**src/rtl/arr_stim_pkg.sv**
```systemverilog
// Shared types and constants for the arr_stim stimulus generator.
package arr_stim_pkg;

  typedef enum logic [1:0] {
    StIdle,
    StRun,
    StDone
  } state_e;

  localparam logic [31:0] Poly        = 32'h8020_0003;
  localparam logic [31:0] DefaultSeed = 32'h0000_0001;
  localparam int unsigned DefaultCntW = 16;

  // Right-shift Galois step.
  function automatic logic [31:0] lfsr_next(input logic [31:0] s);
    return (s >> 1) ^ (s[0] ? Poly : 32'h0);
  endfunction

endpackage

```
**src/rtl/arr_stim_if.sv**
```systemverilog
// Control and vector-pair handshake bundle between arr_stim (master) and its consumer (slave).
interface arr_stim_if #(
  parameter int unsigned LENGTH = 8,
  parameter int unsigned CNT_W  = arr_stim_pkg::DefaultCntW
);
  logic              start;
  logic [CNT_W-1:0]  count;
  logic [CNT_W-1:0]  inject;
  logic              ready;
  logic              valid;
  logic [LENGTH-1:0] sig0;
  logic [LENGTH-1:0] sig1;
  logic              busy;
  logic              done;
  logic [CNT_W-1:0]  sent;

  modport master (
    input  start, count, inject, ready,
    output valid, sig0, sig1, busy, done, sent
  );

  modport slave (
    output start, count, inject, ready,
    input  valid, sig0, sig1, busy, done, sent
  );
endinterface

```
**src/rtl/arr_stim_lfsr.sv**
```systemverilog
// 32-bit Galois LFSR register; load takes priority over advance.
module arr_stim_lfsr
  import arr_stim_pkg::*;
(
  input  logic        clk_i,
  input  logic        load_i,
  input  logic [31:0] value_i,
  input  logic        advance_i,
  output logic [31:0] state_o
);

  logic [31:0] state_q, state_d;

  always_comb begin
    state_d = state_q;
    if (load_i) begin
      state_d = value_i;
    end else if (advance_i) begin
      state_d = lfsr_next(state_q);
    end
  end

  always_ff @(posedge clk_i) begin
    state_q <= state_d;
  end

  assign state_o = state_q;

endmodule

```
**src/rtl/arr_stim.sv**
```systemverilog
// Burst stimulus generator for the arr checker, with optional single-vector corruption.
// Optional ARR_STIM_BUBBLE_EN: one idle cycle after accepting a vector whose lfsr[31] was set.
module arr_stim
  import arr_stim_pkg::*;
#(
  parameter int unsigned LENGTH = 8,
  parameter logic [31:0] SEED   = DefaultSeed,
  parameter int unsigned CNT_W  = DefaultCntW
) (
  input logic        arr_stim_clk_ip,
  input logic        arr_stim_rst_ip,
  arr_stim_if.master bus
);

  localparam logic [31:0] SeedEff = (SEED == 32'h0) ? 32'h1 : SEED;

  state_e             state_q, state_d;
  logic [CNT_W-1:0]   count_q, count_d;
  logic [CNT_W-1:0]   inject_q, inject_d;
  logic [CNT_W-1:0]   sent_q, sent_d;
  logic [31:0]        lfsr_q;
  logic               lfsr_load, lfsr_adv;
  logic               valid, busy, done, corrupt;
  logic [LENGTH-1:0]  sig0;
`ifdef ARR_STIM_BUBBLE_EN
  logic               bubble_q, bubble_d;
`endif

  arr_stim_lfsr u_lfsr (
    .clk_i    (arr_stim_clk_ip),
    .load_i   (arr_stim_rst_ip | lfsr_load),
    .value_i  (SeedEff),
    .advance_i(lfsr_adv),
    .state_o  (lfsr_q)
  );

  always_comb begin
    state_d   = state_q;
    count_d   = count_q;
    inject_d  = inject_q;
    sent_d    = sent_q;
    lfsr_load = 1'b0;
    lfsr_adv  = 1'b0;
    valid     = 1'b0;
    busy      = 1'b0;
    done      = 1'b0;
`ifdef ARR_STIM_BUBBLE_EN
    bubble_d  = 1'b0;
`endif
    unique case (state_q)
      StIdle: begin
        if (bus.start) begin
          count_d   = bus.count;
          inject_d  = bus.inject;
          sent_d    = '0;
          lfsr_load = 1'b1;
          state_d   = (bus.count == '0) ? StDone : StRun;
        end
      end
      StRun: begin
        busy = 1'b1;
`ifdef ARR_STIM_BUBBLE_EN
        valid = ~bubble_q;
`else
        valid = 1'b1;
`endif
        if (valid && bus.ready) begin
          sent_d   = sent_q + CNT_W'(1);
          lfsr_adv = 1'b1;
`ifdef ARR_STIM_BUBBLE_EN
          bubble_d = lfsr_q[31];
`endif
          if (sent_d == count_q) state_d = StDone;
        end
      end
      StDone: begin
        done    = 1'b1;
        state_d = StIdle;
      end
      default: state_d = StIdle;
    endcase
  end

  always_ff @(posedge arr_stim_clk_ip) begin
    if (arr_stim_rst_ip) begin
      state_q  <= StIdle;
      count_q  <= '0;
      inject_q <= '0;
      sent_q   <= '0;
`ifdef ARR_STIM_BUBBLE_EN
      bubble_q <= 1'b0;
`endif
    end else begin
      state_q  <= state_d;
      count_q  <= count_d;
      inject_q <= inject_d;
      sent_q   <= sent_d;
`ifdef ARR_STIM_BUBBLE_EN
      bubble_q <= bubble_d;
`endif
    end
  end

  // sig0 is the 32-bit LFSR value tiled across the vector width.
  always_comb begin
    sig0 = '0;
    if (valid) begin
      for (int unsigned i = 0; i < LENGTH; i++) sig0[i] = lfsr_q[i % 32];
    end
  end

  assign corrupt = valid && ((sent_q + CNT_W'(1)) == inject_q);

  assign bus.valid = valid;
  assign bus.sig0  = sig0;
  assign bus.sig1  = sig0 ^ LENGTH'(corrupt);
  assign bus.busy  = busy;
  assign bus.done  = done;
  assign bus.sent  = sent_q;

  logic unused_lfsr;
  assign unused_lfsr = ^lfsr_q;

endmodule

```
**src/flat_wrapper.sv**
```systemverilog
// flat-port wrapper written by rule: the top's interface ports become plain ports
module arr_stim_flat import arr_stim_pkg::*;
#(
  parameter int unsigned LENGTH = 8,
  parameter logic [31:0] SEED   = DefaultSeed,
  parameter int unsigned CNT_W  = DefaultCntW
)
  (arr_stim_clk_ip, arr_stim_rst_ip, bus_start, bus_count, bus_inject, bus_ready, bus_valid, bus_sig0, bus_sig1, bus_busy, bus_done, bus_sent);
  arr_stim_if #(.LENGTH(LENGTH), .CNT_W(CNT_W)) bus_i ();
  input logic arr_stim_clk_ip;
  input logic arr_stim_rst_ip;
  input wire logic [$bits(bus_i.start)-1:0] bus_start;
  input wire logic [$bits(bus_i.count)-1:0] bus_count;
  input wire logic [$bits(bus_i.inject)-1:0] bus_inject;
  input wire logic [$bits(bus_i.ready)-1:0] bus_ready;
  output wire logic [$bits(bus_i.valid)-1:0] bus_valid;
  output wire logic [$bits(bus_i.sig0)-1:0] bus_sig0;
  output wire logic [$bits(bus_i.sig1)-1:0] bus_sig1;
  output wire logic [$bits(bus_i.busy)-1:0] bus_busy;
  output wire logic [$bits(bus_i.done)-1:0] bus_done;
  output wire logic [$bits(bus_i.sent)-1:0] bus_sent;
  assign bus_i.start = bus_start;
  assign bus_i.count = bus_count;
  assign bus_i.inject = bus_inject;
  assign bus_i.ready = bus_ready;
  assign bus_valid = bus_i.valid;
  assign bus_sig0 = bus_i.sig0;
  assign bus_sig1 = bus_i.sig1;
  assign bus_busy = bus_i.busy;
  assign bus_done = bus_i.done;
  assign bus_sent = bus_i.sent;
  arr_stim #(.LENGTH(LENGTH), .SEED(SEED), .CNT_W(CNT_W)) u_core (.arr_stim_clk_ip(arr_stim_clk_ip), .arr_stim_rst_ip(arr_stim_rst_ip), .bus(bus_i));
endmodule
```
**config.mk**
```make
export PLATFORM = sky130hd
export DESIGN_NAME = arr_stim_flat
export DESIGN_NICKNAME = d
export VERILOG_FILES = /design/src/rtl/arr_stim_pkg.sv /design/src/rtl/arr_stim_if.sv /design/src/rtl/arr_stim_lfsr.sv /design/src/rtl/arr_stim.sv /design/src/flat_wrapper.sv
export SDC_FILE = /design/constraint.sdc
export NUM_CORES = 1
export LEC_CHECK = 0
export ABC_AREA = 1
export ABC_CLOCK_PERIOD_IN_PS = 2100
export CORE_ASPECT_RATIO = 0.9
export CORE_MARGIN = 2
export CORE_UTILIZATION = 30
export CTS_BUF_LIST = sky130_fd_sc_hd__clkbuf_16
export CTS_CLUSTER_SIZE = 28
export DETAILED_ROUTE_END_ITERATION = 7
export GPL_TIMING_DRIVEN = 0
export PLACE_DENSITY_LB_ADDON = 0.25
export SYNTH_ARGS = -nofsm -noshare
export SYNTH_HDL_FRONTEND = slang
export SYNTH_SLANG_ARGS = --single-unit
```
**constraint.sdc**
```tcl
create_clock -name arr_stim_clk_ip -period 2.1 [get_ports arr_stim_clk_ip]
set_clock_uncertainty 0.1 [all_clocks]
set_input_delay 0.42 -clock arr_stim_clk_ip [delete_from_list [all_inputs] [get_ports arr_stim_clk_ip]]
set_output_delay 0.42 -clock arr_stim_clk_ip [all_outputs]
set_load 0.03 [all_outputs]
```
==> results by group <==
Floorplanning
  – Core area: 13260 um^2
  – Boundary pin count: 71
  – Chip Height: 114.1 um
  – Row Count: 40
  – Die ar.: 14420 um^2
  – Initial core utilization: 0.3047
  – Die width: 126.3 um

Timing
  – Fin. max-slew vios: 0
  – Worst-Margin Slew: 0.6307 ns
  – RSZ-0062 raised after global routing: true
  – Worst rel slew slack: 0.5795
  – WHS: 0.3607 ns
  – Final setup viols: 3
  – Final Hold Fails: 0
  – Fin crit share: 1.349
  – PnR worst setup slack: -0.7339 ns
  – Peak Freq: 352.9 MHz
  – Minimum clock period: 2.834 ns

Drt
  – WL/cell: 13.61 um
  – Iter 0 DRT Violations: 280
  – Drt drc: 0
  – Drt first pass iters: 5
  – Vias post-DR: 4239
  – Routed vias/inst: 4.784
  – ANT nets after route: 0
  – Routed Wire Length: 12060 um

Critical path
  – CP Capture Type: primary output
  – RR Startpoint: u_core.bus.sent[1]
  – Critical Path RT: 1.58 ns
  – WS Path Type: flip-flop to primary output
  – Critical path peak fanout: 5
  – Cell mode on critical path: nand2_1
  – R2R setup slack: -0.67 ns
  – Crit path largest cell delay: 0.36 ns
  – Slowest cell on the critical path: dfxtp_4
  – Crit-path cells: buf_4, inv_2, nor2_4, nand2_4, nor2_4, nand2_2, nand3b_1, nand2_1, nor2_2, nand2_1, nor2_2, nand2_1, nand2_1, nand2_1, inv_2, buf_6
  – Reg2Reg Depth: 22
  – Critical path startpoint category: flip-flop
  – Reg-to-reg endpoint: u_core.state_q[0]
  – WP data arrival: 2.31 ns

Synth
  – Synth cell types: 28
  – Mapped Area: 4041 um^2
  – Mapped Nets: 646
  – #FFs+latches synth: 82
  – XOR/XNOR Fraction of Synth Area: 0.02167
  – Synth Area in Compound Gates: 0.1458
  – Largest family of logic cells by synthesized area: simple AND/OR/NAND/NOR gates
  – Avg Inst Size Synth: 6.636 um^2
  – Syn Inst Count: 609
  – Sequential share of the synthesized area: 0.4062
  – Synth warn: 0
  – Mux contribution to synthesized area: 0
  – Simple-gate share of the synthesized area: 0.3285
  – Adder-Cell Fraction of Synth Area: 0.003096

Hold path
  – Hold Path End: u_core.u_lfsr.state_o[17]
  – HP Start: u_core.u_lfsr.state_o[17]
  – Hold Crit Class: flip-flop to flip-flop
  – Worst Hold Depth: 2

GRT
  – Total gr overflow: 0
  – Largest net degree at the start of global routing: 17
  – First-pass GRT wire length: 19260 um
  – Number of antenna violations at the first check in global routing: 0
  – Vias in the first global route: 3983
  – GR Util All Layers: 0.1692

Finish
  – Antenna Cells: 0
  – # nets final: 750
  – Area Growth Syn to Fin: 35.82%
  – Share of layout cells above drive strength 1: 0.1769
  – Commonest non-fill, non-tap cell in the layout: nand2_1
  – Most frequent cells in the layout: nand2_1 (163), a21oi_1 (69), dfxtp_1 (69)
  – Post-layout util: 0.4139
  – Post-route cell area: 5489 um^2

Job
  – Max Cap Viol: 0

Status
  – Violated checks: negative setup slack
  – Status: complete, but fails checks

Clock network
  – CTS tree: yes
  – CTS Sinks: 82
  – Htree depth: 3
  – CTS Buf Count: 9
  – Post-CTS Hold Buffers: 0
  – Clock tree buffer depth: 2
  – Clk slew on worst S/H paths: 0.06 ns
  – Root Buffer: clkbuf_16
  – Clock latency on the worst-skew pair: 0.35 ns

Placed design
  – Post-place setup slack: -1.065 ns
  – Routability congestion estimate: 0.8568
  – DP Area: 4992 um^2
  – DPL Wire Length: 9105 um
  – PortBufs: 69

Power
  – Switch share: 0.2902
  – Leak: 2.186 nW
  – Switching Power: 1.087 mW
  – Max IR drop VDD: 357.0 uV
  – Pwr Density: 682.4 nW/um^2
  – Total power draw: 3.746 mW
  – Int Pwr: 2.658 mW
  – Clock share of power: 0.407
  – Combinational share of power: 0.146
  – Sequential power share: 0.448
[metrics by stage]
step / setup TNS, ns / std cells
6_report: -1.980 / 886
5_1_grt: -2.462 / 886
2_1_floorplan: -0.1311 / 609
3_3_place_gp: -16.06 / 846
4_1_cts: -1.890 / 878
3_5_place_dp: -17.46 / 846
[worst max-delay path by stage]
stage | startpoint | end | slack (ns) | cells past startpoint
6_report | u_core.bus.sent[0] | bus_sig1[0] | -0.73 | 16
5_1_grt | u_core.bus.sent[0] | bus_sig1[0] | -0.92 | 16
4_1_cts | u_core.bus.sent[0] | bus_sig1[0] | -0.71 | 15
3_5_place_dp | u_core.bus.sent[0] | bus_sig1[0] | -1.06 | 15
3_3_place_gp | u_core.bus.sent[0] | bus_sig1[0] | -1.06 | 15
2_1_floorplan | u_core.bus.sent[0] | bus_sig1[0] | -0.13 | 14
[synthesized netlist by cell type]
| master | instances | area, um^2 |
|---|---|---|
| o21ai_1 | 1 | 5.000 |
| dfxtp_1 | 82 | 1642 |
| xor2_1 | 7 | 61.31 |
| o21ai_0 | 41 | 205.2 |
| buf_1 | 1 | 3.750 |
| inv_2 | 1 | 3.750 |
| nor2_2 | 3 | 18.77 |
| buf_4 | 8 | 60.06 |
| nor2_4 | 6 | 67.56 |
| xnor2_1 | 3 | 26.28 |
| nand3b_1 | 3 | 22.52 |
| nand4_1 | 8 | 50.05 |
| nor2_1 | 56 | 210.2 |
| nor3_1 | 1 | 5.000 |
| o21ai_2 | 1 | 8.760 |
| nor4_1 | 4 | 25.02 |
| o211ai_1 | 1 | 7.510 |
| buf_2 | 3 | 15.01 |
| nand2_2 | 5 | 31.28 |
| clkbuf_1 | 19 | 71.32 |
| or2_2 | 2 | 12.51 |
| nand3_1 | 44 | 220.2 |
| a21oi_1 | 71 | 355.3 |
| nand2_1 | 174 | 653.1 |
| ha_1 | 1 | 12.51 |
| nand2_4 | 1 | 11.26 |
| o21bai_1 | 1 | 7.510 |
| inv_1 | 61 | 229.0 |
[worst max-delay path, delay by kind of cell (launching register included)]
kind                   cells  cell delay, ns
and+or+nand+nor           12            1.25
DFF                        1            0.36
buffers and inverters      4            0.35
[metal layers]
metal,part of all wire,wire (um),GRT usage,vias to the layer above
li1,-,-,-,2157
met1,0.43,5165,0.2016,1973
met2,0.50,6055,0.2970,86
met3,0.043,521,0.04159,23
met4,0.026,316,0.06081,0
met5,0,0,0,-
[cell families (layout without fill, tap and decap cells)]
logic type      Yosys count  after routing
simple gates            307            307
compound gates          116            116
buf+inv                  93            202
flops                    82             82
xor+xnor                 10             10
fa+ha+maj                 1              1
[final cells by class]
type / instances / area, um^2
plain buffers: 31 / 153.9
inverters: 62 / 232.7
flip-flops and latches: 82 / 1665
multi-input cells: 434 / 2123
clock inverters: 7 / 57.56
fillers: 1386 / 7774
well taps: 168 / 210.2
clock buffers: 9 / 225.2
repair buffers: 93 / 820.8
[repair_timing]
item / in CTS / in global routing
resized for setup: 52 / 33
setup buffers: 16 / 8
setup endpoints to repair: 39 / 43
hold endpoints to repair: 0 / 0
pin swaps: 13 / 14
[flip-flops by register name, summed over array words and instances, names as in the netlist]
signal                 cells
u_core.inject_q           16
u_core.bus.sent           16
u_core.state_q             2
u_core.count_q            16
u_core.u_lfsr.state_o     32
[power by group through the flow]
stage | combinational (mW) | clock, mW | sequential, mW
after detailed placement | 0.525 | 0 | 1.71
after floorplan | 0.318 | 0 | 1.70
final | 0.546 | 1.52 | 1.68
after global placement | 0.517 | 0 | 1.71
after global routing | 0.614 | 1.63 | 1.68
after CTS | 0.536 | 1.56 | 1.68
(Power assumes the default switching activity.)
